===== config.mk =====
export PLATFORM = sky130hd
export DESIGN_NAME = vote_round_ctrl
export DESIGN_NICKNAME = d
export VERILOG_FILES = /design/src/rtl/vote_pkg.sv /design/src/rtl/vote_tally.sv /design/src/rtl/vote_round_ctrl.sv
export SDC_FILE = /design/constraint.sdc
export NUM_CORES = 1
export LEC_CHECK = 0
export ABC_CLOCK_PERIOD_IN_PS = 13600
export CORE_MARGIN = 1.5
export CORE_UTILIZATION = 40
export DETAILED_ROUTE_END_ITERATION = 16
export PLACE_DENSITY = 0.69
export SKIP_CTS_REPAIR_TIMING = 1
export SLEW_MARGIN = 30
export SYNTH_ARGS = -nofsm -noshare
export SYNTH_HDL_FRONTEND = slang
export SYNTH_SLANG_ARGS = --single-unit

===== constraint.sdc =====
create_clock -name clk -period 13.6 [get_ports clk]
set_input_delay 4.08 -clock clk [delete_from_list [all_inputs] [get_ports clk]]
set_output_delay 4.08 -clock clk [all_outputs]
set_load 0.005 [all_outputs]

===== src/rtl/vote_pkg.sv =====
// Shared definitions for the voting round controller and the combinational tally.
package vote_pkg;

    localparam int N_VOTERS = 8;

    typedef enum logic [1:0] {
        IDLE    = 2'd0,
        COLLECT = 2'd1,
        DECIDE  = 2'd2
    } state_e;

    function automatic logic [3:0] popcount(input logic [N_VOTERS-1:0] v);
        logic [3:0] c;
        c = '0;
        for (int i = 0; i < N_VOTERS; i++) begin
            c = c + {3'b000, v[i]};
        end
        return c;
    endfunction

    // Lanes 0..n-1 set; n is already clamped to N_VOTERS by the caller.
    function automatic logic [N_VOTERS-1:0] lane_mask(input logic [3:0] n);
        logic [N_VOTERS-1:0] m;
        for (int i = 0; i < N_VOTERS; i++) begin
            m[i] = (i < int'(n));
        end
        return m;
    endfunction

endpackage


===== src/rtl/vote_tally.sv =====
// Combinational fail tally: explicit fail votes plus missing voters, compared to the tolerance.
module vote_tally
    import vote_pkg::*;
(
    input  logic [N_VOTERS-1:0] vote_i,
    input  logic [N_VOTERS-1:0] got_i,
    input  logic [N_VOTERS-1:0] enabled_i,
    input  logic [2:0]          fails_okay_i,
    output logic [N_VOTERS-1:0] missing_o,
    output logic [3:0]          fail_count_o,
    output logic                fail_o
);

    assign missing_o    = enabled_i & ~got_i;
    assign fail_count_o = popcount(vote_i & got_i & enabled_i) + popcount(missing_o);
    assign fail_o       = fail_count_o > {1'b0, fails_okay_i};

endmodule


===== src/rtl/vote_round_ctrl.sv =====
// Voting round sequencer: collects per-voter strobes with a timeout, tallies the round,
// and runs a consecutive-failure persistence filter driving a latched trip alarm.
module vote_round_ctrl
    import vote_pkg::*;
#(
    parameter int TIMEOUT   = 16,
    parameter int PERSIST_W = 3
) (
    input  logic                 clk,
    input  logic                 rst_n,
    input  logic                 ena,
    input  logic                 start,
    input  logic [N_VOTERS-1:0]  voter_valid,
    input  logic [N_VOTERS-1:0]  voter_vote,
    input  logic [3:0]           num_voters,
    input  logic [2:0]           num_fails_okay,
    input  logic [PERSIST_W-1:0] persist_rounds,
    input  logic                 ack,
    output logic                 busy,
    output logic                 round_done,
    output logic                 round_fail,
    output logic [3:0]           fail_count,
    output logic [N_VOTERS-1:0]  missing_mask,
    output logic [PERSIST_W-1:0] consec_fails,
    output logic                 trip
);

    localparam int TW = $clog2(TIMEOUT + 1);
    localparam logic [PERSIST_W-1:0] CONSEC_MAX = {PERSIST_W{1'b1}};

    state_e               state_q, state_d;
    logic [TW-1:0]        timer_q, timer_d;
    logic [3:0]           cfg_n_q, cfg_n_d;
    logic [2:0]           cfg_ok_q, cfg_ok_d;
    logic [PERSIST_W-1:0] cfg_p_q, cfg_p_d;
    logic [N_VOTERS-1:0]  got_q, got_d;
    logic [N_VOTERS-1:0]  vote_q, vote_d;
    logic                 round_done_q, round_done_d;
    logic                 round_fail_q, round_fail_d;
    logic [3:0]           fail_count_q, fail_count_d;
    logic [N_VOTERS-1:0]  missing_q, missing_d;
    logic [PERSIST_W-1:0] consec_q, consec_d;
    logic                 trip_q, trip_d;

    logic [N_VOTERS-1:0]  enabled;
    logic [N_VOTERS-1:0]  take;
    logic                 got_all;
    logic [N_VOTERS-1:0]  tally_missing;
    logic [3:0]           tally_count;
    logic                 tally_fail;
    logic [PERSIST_W-1:0] consec_next;

    assign enabled = lane_mask(cfg_n_q);
    // Only lanes that have not voted yet accept a strobe: first vote wins.
    assign take    = voter_valid & enabled & ~got_q;
    assign got_all = ((got_q | take) & enabled) == enabled;

    vote_tally u_tally (
        .vote_i       (vote_q),
        .got_i        (got_q),
        .enabled_i    (enabled),
        .fails_okay_i (cfg_ok_q),
        .missing_o    (tally_missing),
        .fail_count_o (tally_count),
        .fail_o       (tally_fail)
    );

    assign consec_next = !tally_fail ? '0 :
                         (consec_q == CONSEC_MAX) ? consec_q : consec_q + PERSIST_W'(1);

    always_comb begin
        state_d      = state_q;
        timer_d      = timer_q;
        cfg_n_d      = cfg_n_q;
        cfg_ok_d     = cfg_ok_q;
        cfg_p_d      = cfg_p_q;
        got_d        = got_q;
        vote_d       = vote_q;
        round_done_d = round_done_q;
        round_fail_d = round_fail_q;
        fail_count_d = fail_count_q;
        missing_d    = missing_q;
        consec_d     = consec_q;
        trip_d       = trip_q;
        if (ena) begin
            round_done_d = 1'b0;
            if (ack) begin
                trip_d   = 1'b0;
                consec_d = '0;
            end
            unique case (state_q)
                IDLE: begin
                    if (start) begin
                        state_d  = COLLECT;
                        cfg_n_d  = (num_voters > 4'd8) ? 4'd8 : num_voters;
                        cfg_ok_d = num_fails_okay;
                        cfg_p_d  = (persist_rounds == '0) ? PERSIST_W'(1) : persist_rounds;
                        got_d    = '0;
                        vote_d   = '0;
                        timer_d  = '0;
                    end
                end
                COLLECT: begin
                    got_d  = got_q | take;
                    vote_d = (vote_q & ~take) | (voter_vote & take);
                    if (got_all || timer_q == TW'(TIMEOUT - 1)) begin
                        state_d = DECIDE;
                    end else begin
                        timer_d = timer_q + TW'(1);
                    end
                end
                DECIDE: begin
                    state_d      = IDLE;
                    round_done_d = 1'b1;
                    round_fail_d = tally_fail;
                    fail_count_d = tally_count;
                    missing_d    = tally_missing;
                    // The round's count overrides a coincident ack; a new trip beats the ack.
                    consec_d     = consec_next;
                    if (consec_next >= cfg_p_q) begin
                        trip_d = 1'b1;
                    end
                end
                default: state_d = IDLE;
            endcase
        end
    end

    always_ff @(posedge clk or negedge rst_n) begin
        if (!rst_n) begin
            state_q      <= IDLE;
            timer_q      <= '0;
            cfg_n_q      <= '0;
            cfg_ok_q     <= '0;
            cfg_p_q      <= '0;
            got_q        <= '0;
            vote_q       <= '0;
            round_done_q <= 1'b0;
            round_fail_q <= 1'b0;
            fail_count_q <= '0;
            missing_q    <= '0;
            consec_q     <= '0;
            trip_q       <= 1'b0;
        end else begin
            state_q      <= state_d;
            timer_q      <= timer_d;
            cfg_n_q      <= cfg_n_d;
            cfg_ok_q     <= cfg_ok_d;
            cfg_p_q      <= cfg_p_d;
            got_q        <= got_d;
            vote_q       <= vote_d;
            round_done_q <= round_done_d;
            round_fail_q <= round_fail_d;
            fail_count_q <= fail_count_d;
            missing_q    <= missing_d;
            consec_q     <= consec_d;
            trip_q       <= trip_d;
        end
    end

    assign busy         = (state_q != IDLE);
    assign round_done   = round_done_q & ena;
    assign round_fail   = round_fail_q;
    assign fail_count   = fail_count_q;
    assign missing_mask = missing_q;
    assign consec_fails = consec_q;
    assign trip         = trip_q;

endmodule


==> results of run 1 <==
[routing by layer]
layer	global-route usage [%]	wire length (um)	share of wire, %
met1	25.37	3183	47
met4	5.315	17	0.25
met2	30.69	3229	48
met3	3.970	284	4.2
met5	0	0	0
[per-stage QoR]
stage / setup WS [ps] / cell area (um^2)
final: 4188 / 3650
after global routing: 4120 / 3650
after CTS: 4186 / 3650
after detailed placement: 4186 / 3565
after global placement: 4198 / 3558
after floorplan: 5297 / 2975
[worst max-delay path, stage by stage]
cell             delay (ps)
clkdlybuf4s50_1         600
and2_1                  160
clkdlybuf4s50_1         490
[how the worst min path moves through the flow]
stage | to | slack, ps | cells after the start
after floorplan | cfg_p_q[0] | 450 | 2
after global placement | round_fail | 460 | 2
after detailed placement | trip | 470 | 2
after CTS | trip | 490 | 2
after global routing | missing_mask[0] | 500 | 2
final | trip | 480 | 2
[state kept, by name (all words and copies together) (netlist names), 2 cells and up]
register,cells
cfg_n_q,4
cfg_ok_q,3
cfg_p_q,3
consec_fails,3
fail_count,4
got_q,8
missing_mask,8
state_q,2
timer_q,5
vote_q,8
[cell usage in the layout (no fill, tap or decap), drive strengths merged, types with 2 or more instances in the layout]
cell type and count:
nor2b 4, dfrtp 51, ha 16, mux2i 2, nor3 4, o31ai 3
and2 3, nor3b 3, nor4b 2, nor2 14, or3 4, xnor2 2
fa 11, and3 3, buf 3, or2 5, o21ai 38, a31oi 2
inv 25, nand4 2, mux2 6, o22ai 2, a32o 3, o211ai 3
a21o 2, clkdlybuf4s50 48, nand2 47, nand2b 2, nand3 10, nand3b 7
clkbuf 6, a21oi 11
[cell families (layout without fill, tap and decap cells)]
family          after synthesis  after routing  share of synthesized area [%]
xor+xnor                      3              3                         0.8833
simple gates                111            111                          18.63
buf+inv                      36             84                          4.542
mux                           8              8                          2.944
flops                        51             51                          42.89
compound gates               73             73                          15.98
fa+ha+maj                    27             27                          14.13
[final cells by class]
cell class	instances	area [um^2]
Fill cell	711	3565
Sequential cell	51	1276
Timing Repair Buffer	51	500.5
Multi-Input combinational cell	222	1570
Clock buffer	6	72.57
Tap cell	99	123.9
Inverter	25	93.84
Clock inverter	2	12.51
==> qor.yml, run 1 <==
outcome: "complete, no violations"
start_util_pct: 41.24
drt_iter0_markers: 147
hold_viol_final: 0
min_from: "trip"
worst_pin_slew_ps: 881.0
synth_edf_count: 0
slew_headroom_pct: 41.23
drive_above_1_share_pct: 8.123
diodes: 0
dieWidth_um: 89.25
finClkSkew_ps: 11.23
first_pass_iters: 4
fmax_ghz: 0.1063
ys_seq_elements: 51
fp.dieH_um: 89.25
cts_tree: "built"
port_buffers: 49
rsz0062_at_grt: "false"
post-route-min-period_ps: 9412
grt_pass1_vias: 2394
numCtsBuffers: 5
wl_mm: 6.714
clock_sinks: 51
final-setup-viol-count: 0
grt_antenna_before_repair: 0
min_path_type: "reg -> reg"
drc: 0
clock-root-buffer: "clkbuf_8"
synth_nets: 367
path_max_fanout: 7
grt_usage_pct: 18.79
grt_max_degree: 52
syn_avg_cell_area_um2: 9.629
dpl.hpwl_mm: 4.919
die_area_um2: 7965
whs_ps: 484.3
fin_util_pct: 50.59
synth-main-ff-cell: "dfrtp_1"
critPathKind: "in -> out"
synth_top_area_cell: "dfrtp_1"
yosysSeqAreaShare_pct: 42.89
final_max_slew_viol_count: 0
final_cells: 456
viasPerCell: 5.202
clkLatencyLatePin_ps: 310
vias: 2372
yosys.cell_types.count: 44
period_share_pct: 69.20
rr_startpoint: "cfg_n_q[1]"
synthCells: 309
grt_pass1_wl_mm: 11.46
synthTopCellsByCount: "51 x dfrtp_1, 47 x nand2_1, 35 x o21ai_0"
yosysTopAreaCellShare_pct: 42.89
drtAntennaViolNets: 0
finalSetupTns_ps: 0
worstReg2RegEnd: "trip"
syn-cell-area_um2: 2975
crit_path_start: "ena"
crit_end: "round_done"
htreeDepth: 2
ff2ff_setup_slack_ps: 7180
max_cap_viol_count: 0
r2r_cells: 22
synthTopCellsByArea: "dfrtp_1 43%, fa_1 7.4%, ha_1 6.7%"
dpl.cell_count: 448
gp_congestion: 0.8487
yosysWarningCount: 0
postSynth.asyncResetShare_pct: 100.0
clockBufferDepth: 2
num-nets-final: 414
gr-total-overflow: 0
cp_data_required_time_ps: 9520
yosys.cell_count.top_type: "dfrtp_1"
placementRows: 31
startpoint_type: "input port"
clk_pin_slew_ps: 100
routedWlPerCell_um: 14.72
syn_to_final_growth_pct: 22.67
fp.coreArea_um2: 7214
cp-end-kind: "output port"
io_pins: 50
worstPathArrival_ps: 5330
Power of run 1 is not shown: default switching activity piles up to over one toggle a cycle in this logic, so the estimate is an artifact.
==> run 2: changes to the inputs <==
ABC_CLOCK_PERIOD_IN_PS = 9800   (was 13600)
clock period = 9.8 ns   (was 13.6 ns; I/O delays follow)
==> run 2 against run 1 <==
Net effect: critical path depth unchanged; via count decreased by 0.25%; first-iteration DRC count decreased by 39%; cell area increased by 0.41%; register-to-register slack got worse by 3700 ps; non-clock buffer count increased by 1; cell count increased by 0.22%; routed wire length decreased by 3.4%; clock-buffer cell count decreased by 1; clock skew increased by 5.2 ps; critical path type unchanged; critical endpoint unchanged; largest cell class unchanged; highest routed layer unchanged.
==> qor.yml, run 2 (synthesized netlist as in run 1, its figures left out) <==
syn_to_final_growth_pct: 23.17
outcome: "complete, no violations"
wl_mm: 6.488  # -3.4%
startpoint_type: "input port"
drtAntennaViolNets: 0  # unchanged
final-setup-viol-count: 0  # unchanged
worstReg2RegEnd: "trip"
clock_sinks: 51  # unchanged
diodes: 0  # unchanged
grt_antenna_before_repair: 0  # unchanged
clock-root-buffer: "clkbuf_8"
min_path_type: "reg -> reg"
htreeDepth: 2  # unchanged
hold_viol_final: 0  # unchanged
clk_pin_slew_ps: 100  # about the same
port_buffers: 49  # unchanged
post-route-min-period_ps: 7123
final_max_slew_viol_count: 0  # unchanged
numCtsBuffers: 5  # unchanged
max_cap_viol_count: 0  # unchanged
final_common_cell: "dfrtp_1"
start_util_pct: 41.24  # unchanged
fmax_ghz: 0.1404
fp.dieH_um: 89.25  # unchanged
path_max_fanout: 7  # unchanged
critPathKind: "in -> out"
num-nets-final: 415  # +0.24%
grt_usage_pct: 18.51  # -0.28 points
ff2ff_setup_slack_ps: 3460  # -3720 ps
hold-path-endpoint: "missing_mask[5]"
clkLatencyLatePin_ps: 320  # about the same
slew_headroom_pct: 46.14  # +4.9 points
fp.coreArea_um2: 7214  # unchanged
whs_ps: 489.8  # +5.479 ps
worstPathArrival_ps: 4180  # -1150 ps
gr-total-overflow: 0  # unchanged
min_from: "missing_mask[5]"
dpl.hpwl_mm: 4.868  # -1.0%
period_share_pct: 72.69
placementRows: 31  # unchanged
finClkSkew_ps: 16.40  # +5.167 ps
final_cell_mix: "51 x dfrtp_1, 48 x clkdlybuf4s50_1, 47 x nand2_1"
placed_area_um2: 3570  # +0.14%
cp-end-kind: "output port"
final_area_um2: 3665  # +0.41%
routedWlPerCell_um: 14.20  # -3.6%
die_area_um2: 7965  # unchanged
worst_pin_slew_ps: 807.4  # -73.64 ps
viasPerCell: 5.177  # -0.47%
drc: 0  # unchanged
rr_startpoint: "cfg_n_q[1]"
cp_data_required_time_ps: 6860  # -2660 ps
grt_pass1_wl_mm: 11.17  # -2.5%
dieWidth_um: 89.25  # unchanged
vias: 2366  # -0.25%
gp_congestion: 0.8290  # -2.3%
grt_pass1_vias: 2351  # -1.8%
drt_iter0_markers: 90  # -39%
grt_max_degree: 52  # unchanged
cts_tree: "built"
drive_above_1_share_pct: 8.380  # +0.26 points
fin_util_pct: 50.80  # +0.21 points
clockBufferDepth: 2  # unchanged
hold_depth: 2  # unchanged
first_pass_iters: 4  # unchanged
r2r_cells: 22  # unchanged
finalSetupTns_ps: 0  # unchanged
io_pins: 50  # unchanged
rsz0062_at_grt: "false"
[run 2: cell count changes in the layout (fill, tap and decap cells not counted), sizes merged]
cell	before	now
inv	25	27
buf	3	4
clkinvlp	1	0
clkbuf	6	5
[run 2: worst max path at each step]
stage,startpoint,to,cells after the start
floorplan,cfg_n_q[1],trip,22
global placement,ena,round_done,3
detailed placement,ena,round_done,3
CTS,ena,round_done,3
global route,ena,round_done,3
finish,ena,round_done,3
[run 2: routing by layer]
| metal | routed length (um) | global-route usage, % | share of wire (%) | vias to the layer above |
|---|---|---|---|---|
| met4 | 54 | 4.476 | 0.83 | 0 |
| met5 | 0 | 0 | 0 | - |
| li1 | - | - | - | 1164 |
| met3 | 279 | 3.416 | 4.3 | 7 |
| met2 | 3074 | 30.14 | 47 | 56 |
| met1 | 3080 | 25.71 | 47 | 1139 |
[run 2: critical path, cell delays in order]
cell             delay, ps
clkdlybuf4s50_1        590
and2_1                 160
clkdlybuf4s50_1        490
[run 2: layout make-up]
class | instances | area (um^2)
clock buffer | 5 | 68.82
clock inverter | 3 | 26.28
fill | 700 | 3550
inverter | 25 | 93.84
multi-input combinational | 222 | 1568
sequential | 51 | 1276
tap | 99 | 123.9
timing repair buffer | 52 | 508.0
[run 2: stage by stage]
stage | setup WS [ps] | instances
final | 2677 | 457
after global routing | 2596 | 457
after CTS | 2671 | 457
after detailed placement | 2671 | 449
after global placement | 2677 | 449
after floorplan | 3775 | 309
Power of run 2 is left out for the same reason.
==> RTL change: new RTL, config.mk and constraints of run 2 <==
Make the reset (`rst_n`) synchronous in one clocked block.
--- a/src/rtl/vote_round_ctrl.sv
+++ b/src/rtl/vote_round_ctrl.sv
@@ -127,5 +127,5 @@
     end
 
-    always_ff @(posedge clk or negedge rst_n) begin
+    always_ff @(posedge clk) begin
         if (!rst_n) begin
             state_q      <= IDLE;
Function: differs if rst_n is asserted again (counterexample within 4 cycles, from zero or initial values and one cycle with rst_n low); with rst_n held inactive, the same outputs for 4 cycles.
==> RTL change against run 2 <==
Core utilization increased by 0.94 points; sequential share of layout area decreased by 6.3 points; register-to-register slack improved by 0.11 ns; sequential cell count unchanged; design area decreased by 2.5%; routed wire length increased by 4.3%; worst setup slack got worse by 0.0038 ns; non-clock buffer count decreased by 3; global-route usage decreased by 0.32 points; area after synthesis decreased by 2.2%; critical endpoint unchanged.
Power is left out: it rests on default switching activity, and per cell area and clock period it moved more than threefold.
==> RTL change: results (changes against run 2) <==
- Run status: finished, final reports clean (unchanged)
- CTS buffer count: 5 (unchanged)
- Main synth FF type: dfxtp_1 (was dfrtp_1)
- Synth cell count leaders: nand2_1 (56), dfxtp_1 (51), a21oi_1 (44) (was dfrtp_1 (51), nand2_1 (47), o21ai_0 (35))
- Setup Skew: 0.008164 ns (was 0.01640 ns)
- Port bufs: 49 (unchanged)
- Met3 Usage GRT: 3.545% (was 3.416%)
- Drt pass-1 iters: 4 (unchanged)
- Worst slew pin tran: 0.7541 ns (was 0.8074 ns)
- Worst hold path type: register to register (unchanged)
- Crit-path slowest cell: clkdlybuf4s50_1 (unchanged)
- ANT cells: 0 (unchanged)
- Worst Path Arrival: 4.19 ns (was 4.18 ns)
- First-pass GRT wire length: 11.05 mm (was 11.17 mm)
- Dominant cells by area after synthesis: dfxtp_1 (35%), a21oi_1 (7.6%), fa_1 (7.6%), nand2_1 (7.2%), ha_1 (6.9%) (was dfrtp_1 (43%), fa_1 (7.4%), ha_1 (6.7%), nand2_1 (5.9%), o21ai_0 (5.9%))
- Number of global-route vias before repair: 2416 (was 2351)
- Worst path max stage delay: between 0.5 and 0.6 ns
- H-tree level count: 2 (unchanged)
- Total GRT Usage: 18.20% (was 18.51%)
- Antenna violations before repair: 0 (unchanged)
- Nets: 454 (was 415)
- Sequential fraction of the synthesis area: 35.10% (was 42.89%)
- Fill count: 691 (was 700)
- Pre-CTS setup slack: 2.677 ns (was 2.671 ns)
- Ys async rst share: 0% (was 100.0%)
- Clk_lat worst skew: approximately 0.31 ns
- Syn Nets: 414 (was 367)
- GPL Wtd Cong: 0.8417 (was 0.8290)
- HPWL after DPL: 5.012 mm (was 4.868 mm)
- Unique masters post-synth: 46 (was 44)
- Max Buffers Root-to-Sink: 2 (unchanged)
- Layout cells sized above 1: 5.290% (was 8.380%)
- Critical Path Fanout Max: 8 (was 7)
- Drt wl/cell: 13.72 µm (was 14.20 µm)
- Root buf cell: clkbuf_8 (unchanged)
- Yosys warning total: 0 (unchanged)
- Remaining Overflow, GRT: 0 (unchanged)
- DR iter-0 viols: 130 (was 90)
- Post-route ant nets: 0 (unchanged)
- GRT busiest layer: met2 (unchanged)
- Clk slew on worst S/H paths: 0.09 ns
- Grt met1 use: 23.63% (was 25.71%)
- Vias per cell: 5.288 (was 5.177)
- Largest net degree at the start of global routing: 39 (was 52)
- Global Route met2 Usage: 30.81% (was 30.14%)
RTL change: per-layer routing:
layer  share of wire [%]  vias to the layer above  wire, µm
met5                   0                        -         0
met4                 1.1                        0        74
met3                 5.3                        8       356
met2                  47                       76      3192
met1                  46                     1220      3142
li1                    -                     1303         -
RTL change: metrics by stage:
stage,std cells,area (µm²)
after global routing,493,3573
after CTS,493,3573
after floorplan,356,2909
after global placement,485,3438
after detailed placement,485,3441
final,493,3573
RTL change: path summary, 6_finish.rpt:
check | end | start | slack (ns) | cells after the start
worst max-delay path | round_done | ena | 2.67 | 3
worst min-delay path | missing_mask[1] | missing_mask[1] | 0.46 | 2
worst max register to register | trip | cfg_n_q[1] | 3.57 | 22
worst min register to register | missing_mask[1] | missing_mask[1] | 0.46 | 2
RTL change: cell type report:
class | count | area [µm²] | share of cell area [%]
clock buffers | 6 | 72.57 | 2.031
clock inverters | 2 | 60.06 | 1.681
inverters | 27 | 101.3 | 2.836
multi-input cells | 262 | 1708 | 47.79
flip-flops and latches | 51 | 1021 | 28.57
well taps | 96 | 120.1 | 3.361
repair buffers | 49 | 490.5 | 13.73
RTL change: logic make-up after synthesis:
| group | count (synthesis) | share of synthesized area [%] |
|---|---|---|
| buffers and inverters | 43 | 6.280 |
| and+or+nand+nor | 144 | 24.39 |
| AOI/OAI and AO/OA | 84 | 17.51 |
| DFF | 51 | 35.10 |
| adders and majority gates | 27 | 14.45 |
| muxes | 4 | 1.376 |
| xor gates and xnor gates | 3 | 0.9034 |
RTL change: critical path, delay by kind of cell:
kind                   cells  cell delay (ns)
buffers and inverters      2             1.08
AND/OR/NAND/NOR            1             0.16
